===== config.mk =====
export PLATFORM = sky130hd
export DESIGN_NAME = umi_lite_to_axil_m
export DESIGN_NICKNAME = d
export VERILOG_FILES = /design/src/rtl/umi_lite_to_axil_m.sv
export SDC_FILE = /design/constraint.sdc
export NUM_CORES = 1
export LEC_CHECK = 0
export ABC_AREA = 0
export BUFFER_PORTS_ARGS = -buffer_cell sky130_fd_sc_hd__buf_2
export CAP_MARGIN = 15
export CELL_PAD_IN_SITES_DETAIL_PLACEMENT = 1
export CELL_PAD_IN_SITES_GLOBAL_PLACEMENT = 1
export CORE_MARGIN = 2
export CORE_UTILIZATION = 29
export CTS_BUF_LIST = sky130_fd_sc_hd__clkbuf_8
export DETAILED_ROUTE_END_ITERATION = 8
export PLACE_DENSITY = 0.82
export SLEW_MARGIN = 20
export SYNTH_ARGS = -nofsm -noshare
export SYNTH_HDL_FRONTEND = slang
export SYNTH_SLANG_ARGS = --single-unit
export TNS_END_PERCENT = 100

===== constraint.sdc =====
create_clock -name clk -period 1.68 [get_ports clk]
set_input_delay 0.168 -clock clk [delete_from_list [all_inputs] [get_ports clk]]
set_output_delay 0.168 -clock clk [all_outputs]
set_load 0.01 [all_outputs]

===== src/rtl/umi_lite_to_axil_m.sv =====
// rtl/umi_lite_to_axil_m.sv - single-outstanding request/response to AXI-lite master bridge
module umi_lite_to_axil_m #(
    parameter int DATA_WIDTH = 32,
    parameter int ADDR_WIDTH = 16,
    parameter int STRB_WIDTH = DATA_WIDTH / 8,
    parameter int CNT_WIDTH  = 16
) (
    input  logic                  clk,
    input  logic                  rst,

    input  logic                  req_valid,
    output logic                  req_ready,
    input  logic                  req_write,
    input  logic [ADDR_WIDTH-1:0] req_addr,
    input  logic [2:0]            req_prot,
    input  logic [DATA_WIDTH-1:0] req_data,
    input  logic [STRB_WIDTH-1:0] req_strb,

    output logic                  rsp_valid,
    input  logic                  rsp_ready,
    output logic                  rsp_write,
    output logic [DATA_WIDTH-1:0] rsp_data,
    output logic [1:0]            rsp_resp,

    output logic [CNT_WIDTH-1:0]  txn_count,

    output logic [ADDR_WIDTH-1:0] m_axil_awaddr,
    output logic [2:0]            m_axil_awprot,
    output logic                  m_axil_awvalid,
    input  logic                  m_axil_awready,
    output logic [DATA_WIDTH-1:0] m_axil_wdata,
    output logic [STRB_WIDTH-1:0] m_axil_wstrb,
    output logic                  m_axil_wvalid,
    input  logic                  m_axil_wready,
    input  logic [1:0]            m_axil_bresp,
    input  logic                  m_axil_bvalid,
    output logic                  m_axil_bready,
    output logic [ADDR_WIDTH-1:0] m_axil_araddr,
    output logic [2:0]            m_axil_arprot,
    output logic                  m_axil_arvalid,
    input  logic                  m_axil_arready,
    input  logic [DATA_WIDTH-1:0] m_axil_rdata,
    input  logic [1:0]            m_axil_rresp,
    input  logic                  m_axil_rvalid,
    output logic                  m_axil_rready
);

    typedef enum logic [2:0] {
        IDLE  = 3'd0,
        WRITE = 3'd1,
        WRESP = 3'd2,
        READ  = 3'd3,
        RRESP = 3'd4,
        RSP   = 3'd5
    } state_t;

    state_t                state;
    state_t                state_next;

    logic                  aw_done;
    logic                  w_done;

    logic [ADDR_WIDTH-1:0] addr_q;
    logic [2:0]            prot_q;
    logic [DATA_WIDTH-1:0] data_q;
    logic [STRB_WIDTH-1:0] strb_q;
    logic                  write_q;

    logic                  aw_fire;
    logic                  w_fire;
    logic                  b_fire;
    logic                  ar_fire;
    logic                  r_fire;

    assign aw_fire = m_axil_awvalid & m_axil_awready;
    assign w_fire  = m_axil_wvalid  & m_axil_wready;
    assign b_fire  = m_axil_bvalid  & m_axil_bready;
    assign ar_fire = m_axil_arvalid & m_axil_arready;
    assign r_fire  = m_axil_rvalid  & m_axil_rready;

    // Payloads come straight from the request captured at acceptance.
    assign m_axil_awaddr = addr_q;
    assign m_axil_awprot = prot_q;
    assign m_axil_wdata  = data_q;
    assign m_axil_wstrb  = strb_q;
    assign m_axil_araddr = addr_q;
    assign m_axil_arprot = prot_q;

    // State register.
    always_ff @(posedge clk) begin
        if (rst) begin
            state <= IDLE;
        end else begin
            state <= state_next;
        end
    end

    // Next-state logic; WRITE leaves as soon as both AW and W have handshaken, counting this cycle's.
    always_comb begin
        state_next = state;
        case (state)
            IDLE:    if (req_valid) state_next = req_write ? WRITE : READ;
            WRITE:   if ((aw_done | aw_fire) && (w_done | w_fire)) state_next = WRESP;
            WRESP:   if (b_fire) state_next = RSP;
            READ:    if (ar_fire) state_next = RRESP;
            RRESP:   if (r_fire) state_next = RSP;
            RSP:     if (rsp_ready) state_next = IDLE;
            default: state_next = IDLE;
        endcase
    end

    // Handshake outputs decoded from state; AW/W valids are masked once their own handshake is done.
    always_comb begin
        req_ready      = (state == IDLE);
        m_axil_awvalid = (state == WRITE) && !aw_done;
        m_axil_wvalid  = (state == WRITE) && !w_done;
        m_axil_bready  = (state == WRESP);
        m_axil_arvalid = (state == READ);
        m_axil_rready  = (state == RRESP);
        rsp_valid      = (state == RSP);
    end

    // Remember which write channels have completed; cleared whenever not in WRITE.
    always_ff @(posedge clk) begin
        if (rst || (state != WRITE)) begin
            aw_done <= 1'b0;
            w_done  <= 1'b0;
        end else begin
            if (aw_fire) aw_done <= 1'b1;
            if (w_fire)  w_done  <= 1'b1;
        end
    end

    // Capture the request on acceptance.
    always_ff @(posedge clk) begin
        if (rst) begin
            addr_q  <= '0;
            prot_q  <= '0;
            data_q  <= '0;
            strb_q  <= '0;
            write_q <= 1'b0;
        end else if ((state == IDLE) && req_valid) begin
            addr_q  <= req_addr;
            prot_q  <= req_prot;
            data_q  <= req_data;
            strb_q  <= req_strb;
            write_q <= req_write;
        end
    end

    // Capture the AXI completion into the response registers.
    always_ff @(posedge clk) begin
        if (rst) begin
            rsp_data  <= '0;
            rsp_resp  <= '0;
            rsp_write <= 1'b0;
        end else if ((state == WRESP) && b_fire) begin
            rsp_data  <= '0;
            rsp_resp  <= m_axil_bresp;
            rsp_write <= write_q;
        end else if ((state == RRESP) && r_fire) begin
            rsp_data  <= m_axil_rdata;
            rsp_resp  <= m_axil_rresp;
            rsp_write <= write_q;
        end
    end

    // Count completed transactions on the response handshake, wrapping naturally.
    always_ff @(posedge clk) begin
        if (rst) begin
            txn_count <= '0;
        end else if ((state == RSP) && rsp_ready) begin
            txn_count <= txn_count + CNT_WIDTH'(1);
        end
    end

endmodule


==> flow_summary.yaml, run 1 <==
floorplan:
  fp-row-count: 44
  floorplan.die.width_um: 126
  die_h_um: 126
  core_region_area_um2: 14600
  floorplan.initialDensity_pct: 29.8
  ios: 233
  die_area_um2: 16000
setup_path:
  setup.reg_to_reg.worst_slack_ps: 70
  cp.required_ps: 1510
  crit_path_arrival_time_ps: 1530
  worstReg2RegStart: "state[0]"
  cp-startpoint: "state[1]"
  rr_worst_depth: 6
  endpoint_of_the_worst_slack_reg_to_reg_timing_path: "state[1]"
  cp-start-kind: "flop"
  crit_path_end: "m_axil_awvalid"
  worstSetupPathType: "reg -> out"
  cp_max_fo: 5
  worstSetupEndpointType: "primary output"
sta:
  timing.max_slew.rel_slack_pct: 71.6
  setup_repair_after_global_routing_missed_its_margin: "true"
  timing_worst_slew_pin_value_ps: 421
  timing.final.crit_period_ps: 1690
  final_max_slew_viol_count: 0
  final-setup-viol-count: 1
  final.period_utilization_pct: 101
  final.setup.tns_ps: -13.7
  finalWorstSetupSlack_ps: -13.7
  fmaxAchievable_mhz: 590
  finalHoldViolCount: 0
  hold_ws_ps: 26.1
  fin_skew_ps: 12.1
clock_tree:
  clock_sinks: 112
  cts-buffers-inserted: 9
  clock_insertion_delay_worst_skew_ps: 380
  clock-root-buffer: "clkbuf_8"
  cts_htree_levels: 3
  clkSlewWorstSetupHoldPaths_ps: 110
  clockBufferDepth: 2
  cts_tree: "built"
global_routing:
  globalRouteOverflowTotal: 0
  number_of_global_route_vias_before_repair: 5031
  grt_max_degree: 56
  antenna_found_initial: 2
  grt.total_usage_pct: 19.4
  grt_pass1_wl_um: 25100
drt:
  wire_per_inst_um: 16.0
  remaining_antenna_violation_count: 0
  detailedRoute.firstIterationViolations: 196
  first_pass_iters: 4
  routed-via-count: 4859
  routed_wl_um: 16300
  drt-vias-per-instance: 4.75
  drcViolationCount: 0
place:
  io_buffers: 232
  detailedPlacementHpwl_um: 10300
  placement.setup.worst_slack_ps: 23.8
  gp_congestion: 0.765
final_layout:
  layout-drive-gt1-share_pct: 37.2
  fill_cells: 1813
  most_common_library_cell_in_the_layout_ignoring_fill_and_taps: "buf_2"
  area_growth_pct: 55.7
  mostFrequentLayoutCells: "buf_2 (230), nand2_1 (189), dfxtp_1 (108), a21oi_1 (94), dlygate4sd3_1 (60)"
  fin_util_pct: 46.3
  finish.net_count: 935
power:
  power.ir.vdd_worst_mv: 0.613
  power.total_w: 0.00745
  cellPowerDensity_nw_per_um2: 1100
  power_leakage_nw: 3.07
synth:
  postSynthRegisterBits: 112
  synth-warning-count: 0
  synthesis.instances: 549
  synthesis.area_um2: 4340
  avgSynthCellArea_um2: 7.91
  edff_count_synth: 0
  seq_area_frac_synth_pct: 51.7
  synthArstFlopShare_pct: 0
  synthesis.nets: 651
  synthDistinctLibCells: 41
  synth_top_flop_cell: "dfxtp_1"
worst_hold_path:
  worstHoldPathType: "in -> reg"
flow_run:
  maxCapViolations: 0
status:
  violations: "setup timing"
  outcome: "complete, but fails checks"
registers in the layout (all words and copies together) (netlist names):
name and cells:
aw_done 1, m_axil_araddr 16, m_axil_arprot 3, m_axil_wdata 32, m_axil_wstrb 4, rsp_data 32, rsp_resp 2, rsp_write 1
state 3, txn_count 16, w_done 1, write_q 1
report_power, final:
part           switching (W)  internal [W]
Combinational        0.00152       0.00132
Sequential          0.000186       0.00298
Clock               0.000921      0.000516
stage by stage:
| step | cells | instance area [um^2] |
|---|---|---|
| floorplan | 549 | 4340 |
| global placement | 935 | 5730 |
| detailed placement | 935 | 5730 |
| CTS | 1016 | 6590 |
| global route | 1022 | 6760 |
| finish | 1022 | 6760 |
cells by family (layout without fill, tap and decap cells):
kind of cell / after synthesis / after routing / synth area share, %
fa+ha+maj: 1 / 1 / 0.288
other cells: 0 / 1 / 0
buf+inv: 60 / 348 / 7.06
simple gates: 251 / 251 / 25.1
compound gates: 117 / 117 / 14.2
xor+xnor: 8 / 8 / 1.61
flops: 112 / 112 / 51.7
worst min path at each step:
stage / start / end / cells past startpoint
floorplan: req_write / write_q / 2
global placement: m_axil_rdata[23] / rsp_data[23] / 3
detailed placement: req_addr[15] / m_axil_araddr[15] / 3
CTS: req_addr[14] / m_axil_araddr[14] / 3
global route: req_data[27] / m_axil_wdata[27] / 3
finish: m_axil_rdata[3] / rsp_data[3] / 3
layer usage:
metal  track usage [%]  share of wire (%)
met5                 0              0.067
met4              4.91                1.7
met3              7.97                7.8
met2              35.2                 50
met1              21.0                 40
Yosys cell counts (4+ instances only):
cell	n	area share (%)
nand2_1	190	16
dfxtp_1	112	52
a21oi_1	100	12
clkbuf_1	30	2.6
buf_4	19	3.3
nor2_1	13	1.1
buf_2	7	0.81
nor3_1	6	0.69
nand3_1	5	0.58
nand4_1	5	0.72
xor2_1	5	1.0
nor3b_1	4	0.69
o21ai_0	4	0.46
o31ai_1	4	0.69
or3_1	4	0.58
or4_1	4	0.69
timing repair:
item                                    CTS  global route
hold buffers                             60             0
hold endpoints to repair                 60             0
setup buffers                             6             1
endpoints found under the setup margin    6            49
cloned                                    0             4
resized for setup                        15            16
pin swaps                                 2             4
final cells by class:
class                      instances  area (um^2)  share of cell area [%]
multi-input combinational        377         1890                    28.0
timing repair buffer             330         2220                    32.8
antenna                            1         2.50                  0.0370
inverter                           3         11.3                   0.167
tap                              184          230                    3.41
clock inverter                     6         30.0                   0.444
clock buffer                       9          124                    1.83
sequential                       112         2250                    33.2
critical path, stage by stage, from the launching register on:
cell,delay [ps]
dfxtp_2,350
buf_6,120
or3b_4,440
nor2_4,140
buf_6,110
Note: power is estimated with default switching activity, not from simulation.
==> run 2, diff against run 1 <==
ABC_AREA = 1   (was 0)
CORE_UTILIZATION = 33   (was 29)
PLACE_DENSITY = default   (was 0.82)
PLACE_DENSITY_LB_ADDON = 0.1   (was default)
clock period = 1.9 ns   (was 1.68 ns; I/O delays follow)
==> flow_summary.yaml, run 2 <==
status:
  outcome: "complete, no violations"
clock_tree:
  clock_sinks: 112
  cts-buffers-inserted: 9
  clockBufferDepth: 2
  clock_insertion_delay_worst_skew_ps: 380
  cts_htree_levels: 3
  cts_hold_buf: 0
  clkSlewWorstSetupHoldPaths_ps: 110
  cts_tree: "built"
  clock-root-buffer: "clkbuf_8"
floorplan:
  floorplan.initialDensity_pct: 33.7
  floorplan.die.width_um: 126
  ios: 233
  core_region_area_um2: 14500
  die_h_um: 126
  die_area_um2: 15800
  fp-row-count: 44
power:
  switching_power_as_a_share_of_total_power_pct: 39.1
  power.combinational.fraction_pct: 36.9
  cell_internal_pwr_w: 0.00416
  cellPowerDensity_nw_per_um2: 1100
  power_frac_seq_pct: 43.7
  power_leakage_nw: 2.81
  share_clk_of_total_power_pct: 19.4
  power_switching_w: 0.00267
  power.ir.vdd_worst_mv: 0.416
final_layout:
  fin_util_pct: 42.8
  layout-drive-gt1-share_pct: 37.2
  mostFrequentLayoutCells: "buf_2 (232), nand2_1 (144), dfxtp_1 (110), a21oi_1 (89), nand3_1 (83)"
  layout.cell_area.non_filler_um2: 6200
  finalNonFillerCells: 1007
  area_growth_pct: 27.0
  finish.net_count: 920
  most_common_library_cell_in_the_layout_ignoring_fill_and_taps: "buf_2"
synth:
  synth_top_cell_by_area: "dfxtp_1"
  mux_contribution_to_synthesized_area_pct: 0
  yosys.area_share.adder_pct: 0.256
  synth-xor-area-share_pct: 0
  synth_most_common_cell: "nand2_1"
  synthTopCellsByCount: "nand2_1 (145), dfxtp_1 (112), a21oi_1 (89), nand3_1 (83), nor2_1 (35)"
  avgSynthCellArea_um2: 7.82
  synthDistinctLibCells: 31
  seq_area_frac_synth_pct: 45.9
  combinational_family_with_the_most_area_after_synthesis: "simple AND/OR/NAND/NOR gates"
  synthArstFlopShare_pct: 0
  synth_top_flop_cell: "dfxtp_1"
  synthesis.area_um2: 4880
  synthesis.nets: 726
  postSynthRegisterBits: 112
  synthDominantCellAreaShare_pct: 45.9
  synth-warning-count: 0
  edff_count_synth: 0
  synthesis.instances: 624
  yosys.area_share.simple_pct: 30.1
  synth_compound_area_share_pct: 12.9
  ys_top_cells_by_area: "dfxtp_1 (46%), nand2_1 (11%), a21oi_1 (9.1%)"
drt:
  routed-via-count: 4955
  drcViolationCount: 0
  drt-vias-per-instance: 4.92
  remaining_antenna_violation_count: 0
  detailedRoute.firstIterationViolations: 185
  routed_wl_um: 15900
  first_pass_iters: 4
  wire_per_inst_um: 15.8
sta:
  final_max_slew_viol_count: 0
  final-setup-viol-count: 0
  fmaxAchievable_mhz: 554
  final.period_utilization_pct: 95.1
  setup_repair_after_global_routing_missed_its_margin: "true"
  timing.final.crit_period_ps: 1810
  hold_ws_ps: 59.4
  final.setup.tns_ps: 0
  timing.max_slew.rel_slack_pct: 44.6
  timing_worst_slew_pin_value_ps: 830
  finalHoldViolCount: 0
  fin_skew_ps: 9.98
place:
  detailedPlacementHpwl_um: 11500
  placed_cell_area_um2: 6010
  io_buffers: 232
  place_inst: 991
  gp_congestion: 0.820
setup_path:
  worstPathBufferInverterCount: 3
  cp-start-kind: "flop"
  timing.critical_path.slowest_stage_cell: "dfxtp_4"
  slowest_delay_ps: 410
  crit_path_arrival_time_ps: 1620
  worstSetupEndpointType: "primary output"
  cpLargestDelayFamily: "buffers and inverters"
  cp.required_ps: 1710
  worstSetupPathType: "reg -> out"
  cp-startpoint: "state[0]"
  cp_cell_sequence: "nor2_4 > inv_2 > nor2_4 > buf_8 > buf_2"
  crit_top_cell: "nor2_4"
  cp_max_fo: 17
  setup.reg_to_reg.worst_slack_ps: 290
  worstReg2RegStart: "txn_count[1]"
global_routing:
  globalRouteOverflowTotal: 0
  grt.total_usage_pct: 19.8
  number_of_global_route_vias_before_repair: 5059
  grt_pass1_wl_um: 25600
  grt_max_degree: 68
  antenna_found_initial: 1
worst_hold_path:
  timing.hold.worst.start: "req_addr[1]"
  worstHoldPathType: "in -> reg"
flow_run:
  maxCapViolations: 0
## run 2: changes by cell type after synthesis, sizes merged, moves of 4 or more
cell    change
or4         -4
clkbuf     -17
nor2       +26
nand2      -44
nand3      +98
buf        +22
inv        +27
or3         -4
xor2        -5
## run 2: final timing paths
path / depth (start not counted) / endpoint
hold / removal: 3 / m_axil_araddr[1]
setup / recovery: 5 / req_ready
setup reg to reg: 9 / txn_count[12]
hold reg to reg: 2 / m_axil_wdata[3]
## run 2: metal layers
layer	GRT usage, %	routed length (um)	vias up
met5	0	0	-
met4	7.97	420	0
met3	5.23	1010	27
met2	34.8	7930	148
met1	22.9	6570	2354
li1	-	-	2426
## run 2: cell families (layout without fill, tap and decap cells)
family | count (synthesis) | count (layout)
AO/OA/AOI/OAI | 114 | 114
adder cells (fa/ha/maj) | 1 | 1
AND/OR/NAND/NOR | 305 | 305
flip-flops | 112 | 112
buffers and inverters | 92 | 290
other | 0 | 1
## run 2: per-stage QoR
step	setup WS, ps	total power [W]
5_1_grt	-20.4	0.00730
2_1_floorplan	506	0.00480
3_3_place_gp	320	0.00547
6_report	94.0	0.00683
4_1_cts	29.6	0.00691
3_5_place_dp	236	0.00555
## run 2: cell type report
class,instances,area [um^2]
inverters,30,113
well taps,184,230
fillers,1857,8280
clock buffers,10,138
flip-flops and latches,112,2250
diodes,1,2.50
multi-input cells,420,2120
clock inverters,5,33.8
repair buffers,245,1320
## run 2: power groups by stage
stage               clock network, W  logic, W  registers [W]
finish                       0.00132   0.00253        0.00298
floorplan                          0   0.00170        0.00310
detailed placement                 0   0.00253        0.00302
global route                 0.00147   0.00279        0.00304
CTS                          0.00139   0.00255        0.00298
global placement                   0   0.00247        0.00300
## run 2: worst min-delay path, delay by kind of cell
family | cells | cell delay (ps)
compound gates | 1 | 50
buf+inv | 1 | 100
simple gates | 1 | 70
## run 2: repair_timing
item / CTS / global route
hold endpoints to repair: 0 / 0
gates resized for setup: 4 / 3
setup buffers: 0 / 0
gates cloned: 0 / 0
setup endpoints to repair: 4 / 4
